--- src/rtl/irq_event_scheduler.sv ---
// IRQ sequencer toward the monitor: power-up handshake phases, then video-format-change events.
// Owns the active-low status byte and INT line; clears and ID reads arrive as toggles from clk_rw.
module irq_event_scheduler #(
    parameter int CLK_HZ      = 50000000,
    parameter int HOLDOFF_CYC = 1000
) (
    input  logic       clk_50mhz_in,
    input  logic       reset,
    input  logic       clr_toggle,
    input  logic       id_toggle,
    input  logic [7:0] ph1_thr,
    input  logic [7:0] ph2_thr,
    input  logic [7:0] video_format,
    output logic [7:0] status_reg,
    output logic       int_x,
    output logic [7:0] latched_fmt,
    output logic [2:0] phase,
    output logic [7:0] elapsed_s
);

    // state    | meaning
    // S_BOOT   | boot IRQ (0xFD) pending, waiting for first clear
    // S_PH1    | waiting for ID read and phase-1 time
    // S_ACK1   | phase-1 IRQ (0xFB) asserted
    // S_PH2    | waiting for phase-2 time
    // S_ACK2   | phase-2 IRQ (0xEF) asserted
    // S_RUN    | watching for video format changes
    // S_ACKF   | format IRQ (0xDF) asserted
    typedef enum logic [2:0] {
        S_BOOT = 3'd0,
        S_PH1  = 3'd1,
        S_ACK1 = 3'd2,
        S_PH2  = 3'd3,
        S_ACK2 = 3'd4,
        S_RUN  = 3'd5,
        S_ACKF = 3'd6
    } state_t;

    localparam int PW = (CLK_HZ > 1) ? $clog2(CLK_HZ) : 1;
    localparam int HW = (HOLDOFF_CYC > 1) ? $clog2(HOLDOFF_CYC) : 1;
    localparam logic [PW-1:0] PRESC_MAX = PW'(CLK_HZ - 1);
    localparam logic [HW-1:0] HOLD_LOAD = HW'(HOLDOFF_CYC - 1);

    state_t        state, state_nxt;
    logic [1:0]    sync1, sync2, hist;
    logic [1:0]    prime_cnt;
    logic [1:0]    edges;
    logic          clr_edge, id_edge;
    logic          id_seen, fmt_pend, fmt_pend_nxt;
    logic [7:0]    fmt_prev, status_nxt, latched_nxt;
    logic          fmt_change;
    logic [PW-1:0] presc;
    logic [HW-1:0] holdoff;
    logic          holdoff_idle;

    // Edges are ignored until the sync chain and history hold sampled levels, so a
    // toggle level present at reset release does not look like an event.
    assign edges        = (prime_cnt == 2'd3) ? (sync2 ^ hist) : 2'b00;
    assign clr_edge     = edges[0];
    assign id_edge      = edges[1];
    assign fmt_change   = (video_format != fmt_prev);
    assign holdoff_idle = (holdoff == '0);
    assign int_x        = (status_reg == 8'hFF);
    assign phase        = state;

    always_ff @(posedge clk_50mhz_in or posedge reset) begin
        if (reset) begin
            sync1     <= '0;
            sync2     <= '0;
            hist      <= '0;
            prime_cnt <= '0;
            id_seen   <= 1'b0;
            fmt_prev  <= '0;
            presc     <= '0;
            elapsed_s <= '0;
            holdoff   <= '0;
        end else begin
            sync1 <= {id_toggle, clr_toggle};
            sync2 <= sync1;
            hist  <= sync2;
            if (prime_cnt != 2'd3)
                prime_cnt <= prime_cnt + 2'd1;
            if (id_edge)
                id_seen <= 1'b1;
            fmt_prev <= video_format;
            if (presc == PRESC_MAX) begin
                presc <= '0;
                if (elapsed_s != 8'd255)
                    elapsed_s <= elapsed_s + 8'd1;
            end else begin
                presc <= presc + 1'b1;
            end
            if (clr_edge)
                holdoff <= HOLD_LOAD;
            else if (!holdoff_idle)
                holdoff <= holdoff - 1'b1;
        end
    end

    always_ff @(posedge clk_50mhz_in or posedge reset) begin
        if (reset) begin
            state       <= S_BOOT;
            status_reg  <= 8'hFD;
            latched_fmt <= '0;
            fmt_pend    <= 1'b0;
        end else begin
            state       <= state_nxt;
            status_reg  <= status_nxt;
            latched_fmt <= latched_nxt;
            fmt_pend    <= fmt_pend_nxt;
        end
    end

    // A clear edge always wins over a same-cycle assertion; holdoff then defers it.
    always_comb begin
        state_nxt    = state;
        status_nxt   = status_reg;
        latched_nxt  = latched_fmt;
        fmt_pend_nxt = fmt_pend | fmt_change;
        if (clr_edge)
            status_nxt = 8'hFF;
        case (state)
            S_BOOT: if (clr_edge) state_nxt = S_PH1;
            S_PH1: begin
                if (!clr_edge && id_seen && (elapsed_s > ph1_thr) && holdoff_idle) begin
                    status_nxt = 8'hFB;
                    state_nxt  = S_ACK1;
                end
            end
            S_ACK1: if (clr_edge) state_nxt = S_PH2;
            S_PH2: begin
                if (!clr_edge && (elapsed_s > ph2_thr) && holdoff_idle) begin
                    status_nxt = 8'hEF;
                    state_nxt  = S_ACK2;
                end
            end
            S_ACK2: if (clr_edge) state_nxt = S_RUN;
            S_RUN: begin
                if (!clr_edge && ((video_format != latched_fmt) || fmt_pend) && holdoff_idle) begin
                    latched_nxt  = video_format;
                    fmt_pend_nxt = 1'b0;
                    status_nxt   = 8'hDF;
                    state_nxt    = S_ACKF;
                end
            end
            S_ACKF: if (clr_edge) state_nxt = S_RUN;
            default: state_nxt = S_BOOT;
        endcase
    end

endmodule
--- config.mk ---
export PLATFORM = sky130hd
export DESIGN_NAME = irq_event_scheduler
export DESIGN_NICKNAME = d
export VERILOG_FILES = /design/src/rtl/irq_event_scheduler.sv
export SDC_FILE = /design/constraint.sdc
export NUM_CORES = 1
export LEC_CHECK = 0
export ABC_AREA = 0
export CAP_MARGIN = 30
export CORE_MARGIN = 1.5
export CORE_UTILIZATION = 45
export CTS_CLUSTER_DIAMETER = 120
export CTS_CLUSTER_SIZE = 14
export DETAILED_ROUTE_END_ITERATION = 8
export GPL_TIMING_DRIVEN = 0
export HOLD_SLACK_MARGIN = 0.06
export MAX_ROUTING_LAYER = met4
export PLACE_DENSITY = 0.72
export SLEW_MARGIN = 30
export SYNTH_ARGS = -nofsm -noshare
export SYNTH_HDL_FRONTEND = slang
export SYNTH_SLANG_ARGS = --single-unit
export TNS_END_PERCENT = 50
--- constraint.sdc ---
create_clock -name clk_50mhz_in -period 6.3 [get_ports clk_50mhz_in]
set_input_delay 1.575 -clock clk_50mhz_in [delete_from_list [all_inputs] [get_ports clk_50mhz_in]]
set_output_delay 1.575 -clock clk_50mhz_in [all_outputs]
set_load 0.02 [all_outputs]
Yosys cells after proc, flatten, opt, wreduce, memory -nomap -nowiden
Cells that the tools add are included.
Operators by class
  magnitude comparators: 2
  reductions and logical operators: 15
  shift-type cells: 0
  divide/modulo/power cells: 0
  bitwise gates (word level): 2
  mux-type cells: 18
  add/sub/neg operators: 4
  eq/ne operators: 20
  multipliers: 0
Operator list (number)
  $mux 8: 4
  $add 26x1->26 const B: 1
  $eq 26x26->1 const B: 1
  $mux 26: 1
  $pmux 8 s3: 1
  $mux 10: 2
  $mux 3: 6
  $pmux 3 s6: 1
  $gt 8x8->1: 2
  $ne 8x8->1: 2
  $ne 2x2->1 const B: 7
  $logic_not 10->1: 1
  $sub 10x1->10 const B: 1
  $eq 3x3->1 const B: 3
  $add 8x1->8 const B: 1
  $eq 8x8->1 const B: 1
  $ne 8x8->1 const B: 1
  $logic_and 1x1->1: 7
  $eq 3x2->1 const B: 2
  $reduce_and 6->1: 1
  $reduce_and 2->1: 2
  $eq 3x1->1 const B: 1
  $logic_not 3->1: 1
  $add 2x1->2 const B: 1
  9 further kinds: 10
Word-level totals
  register bits: 81
  ROM bits: 0
  bits in latches: 0
  output and inout bits: 28
  word-level logic and storage cells: 74
  RAM bits: 0
  memories: 0
  bits of input ports: 28

Logic depth before layout (Yosys ltp)
Gate-level depths: netlist of run 1.
  word-level depth: 8
  depth in mapped cells: 8
  gate-level depth less buffers: 8

Worst setup path after synthesis of run 1
Ideal clock, no wire load.
  path kind: in2reg
  from: input ph2_thr[3]
  to: register status_reg[1]
  cell stages on the path: 8
  data arrival time: 3.404 ns
  buffers on the path: 0
  slack: 2.772 ns
  library setup time: 0.124 ns
  cells stage by stage: inv_1 -> ha_1 -> and3_2 -> a221o_1 -> a221o_2 -> a41o_2 -> nand3b_4 -> or2_1
Between the ends
  cells in the longest elaborated chain, start to end: 5
RTL lines
  start, declared: line 12  | input logic [7:0] ph2_thr,
  $gt 8x8->1: line 132  | if (!clr_edge && (elapsed_s > ph2_thr) && holdoff_idle) begin
  $logic_and 1x1->1 (2 in series): line 132
  $mux 8: line 132
  $pmux 8 s3: line 122  | case (state)
  named net status_nxt[1]: line 50  | logic [7:0] fmt_prev, status_nxt, latched_nxt;
  end signal, assigned: line 108  | status_reg <= status_nxt;
  end, declared: line 14  | output logic [7:0] status_reg,
The timed path passes the listed nets, and every way through them passes these cells.
A chain may end at the register's enable or synchronous reset.

Final worst setup path of run 1
  from: input ph2_thr[2]
  to: register status_reg[1]
Same word-level chain as after synthesis.

==> metrics.txt, run 1 <==
via count=2873; Post-Route Skew=11.5 ps; fin crit share=59.9%; Worst Hold Class=flop to flop; post-synthesis sequential area ratio=50.2%; Die X=98.0 um; Critical Path AT=4020 ps; Seq pwr share=50.2%; Leak=2.22 nW; combinational power share=10.0%; setup ws final=2520 ps; fmax=0.265 GHz; most frequent cells in the layout=dfrtp_1 (74), clkdlybuf4s50_1 (55), xnor2_1 (29), nand2_1 (25); die height=98.0 um; final setup fails=0; Setup crit start kind=input port; Site Rows=34; core area=8720 sq um; CP Max Fanout=5; vias in the first global route=2838; status=finished, final reports clean; largest family of logic cells by synthesized area=simple AND/OR/NAND/NOR gates; clk_lat worst skew=360 ps; XOR/XNOR share of the synthesized area=10.8%; Synth Area in Adders=6.17%; CP Capture Type=flop; Post-synth top flop=dfrtp_1; largest cells by area after synthesis=dfrtp_1 (46%), xnor2_1 (6.3%), ha_1 (6.2%); number of flip-flops under the largest register name=26; dpl ws=2160 ps; clk root buf=clkbuf_8; routed wl met2=3960 um; most common cell after layout, fill and taps aside=dfrtp_1; Top reg by flops=presc; CTS tree=built; post-layout min period=3780 ps; mapped cell area=4060 sq um; CTS hold repair buffers=0; Clk pwr share=39.7%; Crit path largest cell delay=470 ps; CTS H-tree lvls=3; Max Slew Vio Count=0; Synth Register Bits=81; relative slew slack=69.2%; Power Dens Cells=217 nW/um^2; fill count=750; crit-path cells=clkdlybuf4s50_1 -> inv_1 -> ha_1 -> a21o_1 -> a221o_1 -> a221o_2 -> a41o_2 -> nand3b_4 -> or2_1; Cells after Synth=368; CP required=6540 ps; Post-synth EDFFs=0; Post-DP HPWL=5770 um; WL/cell=14.6 um; CP max-delay cell=clkdlybuf4s50_1; TritonCTS Sinks=81; first drt pass iteration count=4; setup_tns=0 ps; Area Growth Syn to Fin=23.2%; syn_nets=416; warnings from Yosys=0; largest net degree at the start of global routing=49; Vias per Instance=5.24; Distinct cells, synth=55; dominant cell type by area after synthesis=dfrtp_1; post-synthesis simple-gate area fraction=20.0%; internal power=0.815 mW; met1 WL=3730 um; max-capacitance violation count=0; first-pass GRT wire length=13600 um; syn_area_per_cell=11.0 sq um; fin nets=483; RSZ-0062 raised after global routing=no; VDD IR max=0.0000890 V; switching pwr=0.271 mW; IO Port Bufs=55; gr usage total=18.3%; share of cells above drive strength 1=12.3%; CTS Buf Count=9; Die ar.=9600 sq um; worst slew pin tran=462 ps; asr flop ratio synth=100%; post-synth top area share=45.6%; postcts setup bufs=0; CTS Buffer Depth=2; Post-DRT Antenna Nets=0; clk slew on worst S/H paths=80 ps; Post-Route WL=8030 um; Top Metal Used=met4; complex-gate fraction of the synthesized area=6.32%; Fin. Hold Viols=0; Ports=56; post-synthesis mux area share=3.58%; Regs by FF count=presc (26), holdoff (10); Initial Util=46.5%; GRT overflow=0; CP Class=input port to flop; post-route DRC violation count=0; initial antenna violation count=0; Switching Share=25.0%; antenna cells=0; DRT iter0 DRCs=52; post-CTS resize count=0; routed wl met3=215 um; gpl congestion=0.792
-- per-stage QoR --
stage	area, sq um	total power [mW]	hold slack [ps]	utilization [%]	std cells
after floorplan	4060	0.618	331	-	368
after global placement	4740	0.661	349	54.4	531
after detailed placement	4770	0.667	361	54.7	532
after CTS	5000	1.10	381	57.3	548
after global routing	5000	1.13	387	57.3	548
final	5000	1.09	378	57.3	548
-- area by class of cell --
class	instances	area [sq um]	area share, %
Inverter	23	88.8	1.78
Tap cell	108	135	2.70
Timing Repair Buffer	56	578	11.6
Buffer	5	33.8	0.676
Clock buffer	9	124	2.48
Sequential cell	81	2040	40.7
Multi-Input combinational cell	259	1900	38.1
Clock inverter	7	101	2.03
-- layer usage --
metal,vias up,global-route usage (%)
li1,1427,-
met1,1397,23.8
met2,38,28.8
met3,11,3.01
met4,0,7.14
met5,-,-
-- synth_stat cells, drive strengths merged (4+ instances only) --
cell type,count
dfrtp,74
xnor2,29
nand2,26
inv,23
nor2,23
xor2,21
ha,20
nand3,15
nor3,13
and3,11
mux2,10
nor4,10
a21oi,9
nand4,9
dfstp,7
o21ai,6
and4,5
o211ai,5
or2,5
and2,4
nand2b,4
nand3b,4
or3,4
-- final timing paths --
path                            start              to  slack (ps)  depth (start not counted)
min in group asynchronous       reset  latched_fmt[4]        1570                          2
setup reg to reg           holdoff[0]  latched_fmt[3]        3670                          8
max in group asynchronous       reset      holdoff[0]        4150                          3
setup / recovery           ph2_thr[2]   status_reg[1]        2520                          9
hold / removal               sync1[1]        sync2[1]         380                          0
hold reg to reg              sync1[1]        sync2[1]         380                          0
-- worst max-delay path, delay by kind of cell --
family	cells	cell delay, ps
fa+ha+maj	1	300
buf+inv	2	510
simple gates	2	390
compound gates	4	1230
-- kinds of logic after synthesis --
family,Yosys count
xor gates and xnor gates,50
adders and majority gates,20
DFF,81
and+or+nand+nor,142
AOI/OAI and AO/OA,36
muxes,11
buffers and inverters,28
-- power by group through the flow --
stage	clock (mW)	combinational (mW)	sequential (mW)
after global placement	0	0.106	0.555
after global routing	0.463	0.121	0.548
after floorplan	0	0.0584	0.559
after CTS	0.441	0.112	0.546
after detailed placement	0	0.111	0.556
final	0.431	0.109	0.545
Note: power is estimated with default switching activity, not from simulation.
==> inputs of run 2 (changes only) <==
- PLACE_DENSITY: 0.72 -> 0.74
- clock period: 6.3 -> 3.1 ns (I/O delays scaled with it)
==> run 2 against run 1 <==
Critical path depth is the same. Non-clock buffer count unchanged. Core utilization decreased by 0.086 points. Global-route usage increased by 0.079 points. Final cell count unchanged. Combinational power up 100%. Routed wire length fell by 1.1%.
==> metrics.txt, run 2 (synthesis gave the netlist of run 1 again) <==
CP Max Fanout=5; fmax=0.337 GHz; Post-DP HPWL=5810 um; crit-path cells=clkdlybuf4s50_1 -> inv_1 -> ha_1 -> a21o_1 -> a221o_1 -> a221o_2 -> a41o_2 -> nand3b_4 -> or2_1; post-CTS resize count=0; die height=98.0 um; Cell Area, Placed=4780 sq um; dpl cells=532; Critical Path AT=3210 ps; CTS Buffer Depth=2; gr usage total=18.4%; Site Rows=34; Seq pwr share=51.6%; via count=2899; post-route design area=4990 sq um; Regs by FF count=presc (26), holdoff (10); setup ws final=136 ps; CTS tree=built; Clk pwr share=38.1%; Setup crit start kind=input port; Crit path largest cell delay=450 ps; switching pwr=0.515 mW; Vias per Instance=5.29; relative slew slack=70.7%; CP max-delay cell=clkdlybuf4s50_1; dpl ws=-228 ps; max-capacitance violation count=0; RSZ-0062 raised after global routing=no; CTS H-tree lvls=3; fin crit share=95.6%; TritonCTS Sinks=81; Non-Filler Instances=548; antenna cells=0; Power Dens Cells=431 nW/um^2; core area=8720 sq um; final setup fails=0; Worst Hold Class=flop to flop; share of cells above drive strength 1=12.0%; post-route DRC violation count=0; VDD IR max=0.000204 V; CP required=3350 ps; Top reg by flops=presc; CTS Buf Count=9; DRT iter0 DRCs=85; fin nets=483; Max Slew Vio Count=0; worst hold slack=377 ps; status=finished, final reports clean; Initial Util=46.5%; GRT overflow=0; Ports=56; gpl congestion=0.836; worst slew pin tran=439 ps; clk root buf=clkbuf_8; CP Class=input port to flop; CP Capture Type=flop; Leak=2.22 nW; Switching Share=24.0%; combinational power share=10.4%; most frequent cells in the layout=dfrtp_1 (74), clkdlybuf4s50_1 (55), xnor2_1 (29), nand2_1 (25); largest net degree at the start of global routing=48; Post-Route Skew=10.4 ps; WL/cell=14.5 um; Die ar.=9600 sq um; postcts setup bufs=0; initial antenna violation count=0; CTS hold repair buffers=0; IO Port Bufs=55; Power Total=2.15 mW; Die X=98.0 um; vias in the first global route=3007; internal power=1.64 mW; clk slew on worst S/H paths=80 ps; Post-Route WL=7940 um; Area Growth Syn to Fin=23.0%; first-pass GRT wire length=13900 um; post-layout min period=2960 ps; most common cell after layout, fill and taps aside=dfrtp_1; first drt pass iteration count=4; Fin. Hold Viols=0; clk_lat worst skew=360 ps; Post-DRT Antenna Nets=0; number of flip-flops under the largest register name=26
run 2: cell count changes in the layout (fill, tap and decap cells not counted), sizes merged:
cell,previous run,this run
bufinv,2,1
clkbuf,12,16
clkinvlp,2,1
inv,26,24
run 2: final cells by class:
class                      instances  area [sq um]
inverter                          23          91.3
buffer                             5          33.8
clock buffer                      13           169
multi-input combinational        259          1900
timing repair buffer              56           578
tap                              108           135
fill                             731          3730
clock inverter                     3          46.3
sequential                        81          2040
run 2: power groups by stage:
stage | sequential, mW | clock (mW) | combinational (mW)
after floorplan | 1.14 | 0 | 0.119
after global placement | 1.13 | 0 | 0.215
after detailed placement | 1.13 | 0 | 0.226
after CTS | 1.11 | 0.841 | 0.228
after global routing | 1.11 | 0.885 | 0.247
final | 1.11 | 0.818 | 0.223
run 2: metrics by stage:
step                util, %  TNS [ps]
floorplan                 -         0
global placement       54.4    -76800
detailed placement     54.8     -1020
CTS                    57.2         0
global route           57.2         0
finish                 57.2         0
run 2: path summary, 6_finish.rpt:
| check | slack [ps] | endpoint | cells past startpoint | start |
|---|---|---|---|---|
| hold / removal | 380 | sync2[1] | 0 | sync1[1] |
| setup reg to reg | 440 | status_reg[4] | 8 | holdoff[0] |
| max in group asynchronous | 1800 | sync2[1] | 3 | reset |
| min in group asynchronous | 770 | latched_fmt[3] | 2 | reset |
| hold reg to reg | 380 | sync2[1] | 0 | sync1[1] |
| setup / recovery | 140 | status_reg[1] | 9 | ph2_thr[2] |
run 2: layer usage:
layer	global-route usage, %	vias up	routed length, um
li1	-	1425	-
met1	22.9	1402	3590
met2	29.9	60	3960
met3	4.29	12	289
met4	5.49	0	98
met5	-	-	0
run 2: worst max-delay path, delay by kind of cell:
family / cells / cell delay, ps
buffers and inverters: 2 / 490
AOI/OAI and AO/OA: 4 / 1260
adders and majority gates: 1 / 290
and+or+nand+nor: 2 / 390
==> inputs of run 3 (changes only) <==
- CAP_MARGIN: 30 -> 5
==> results of run 3 <==
The final DEF is identical to that of run 2; final timing and power are the same.
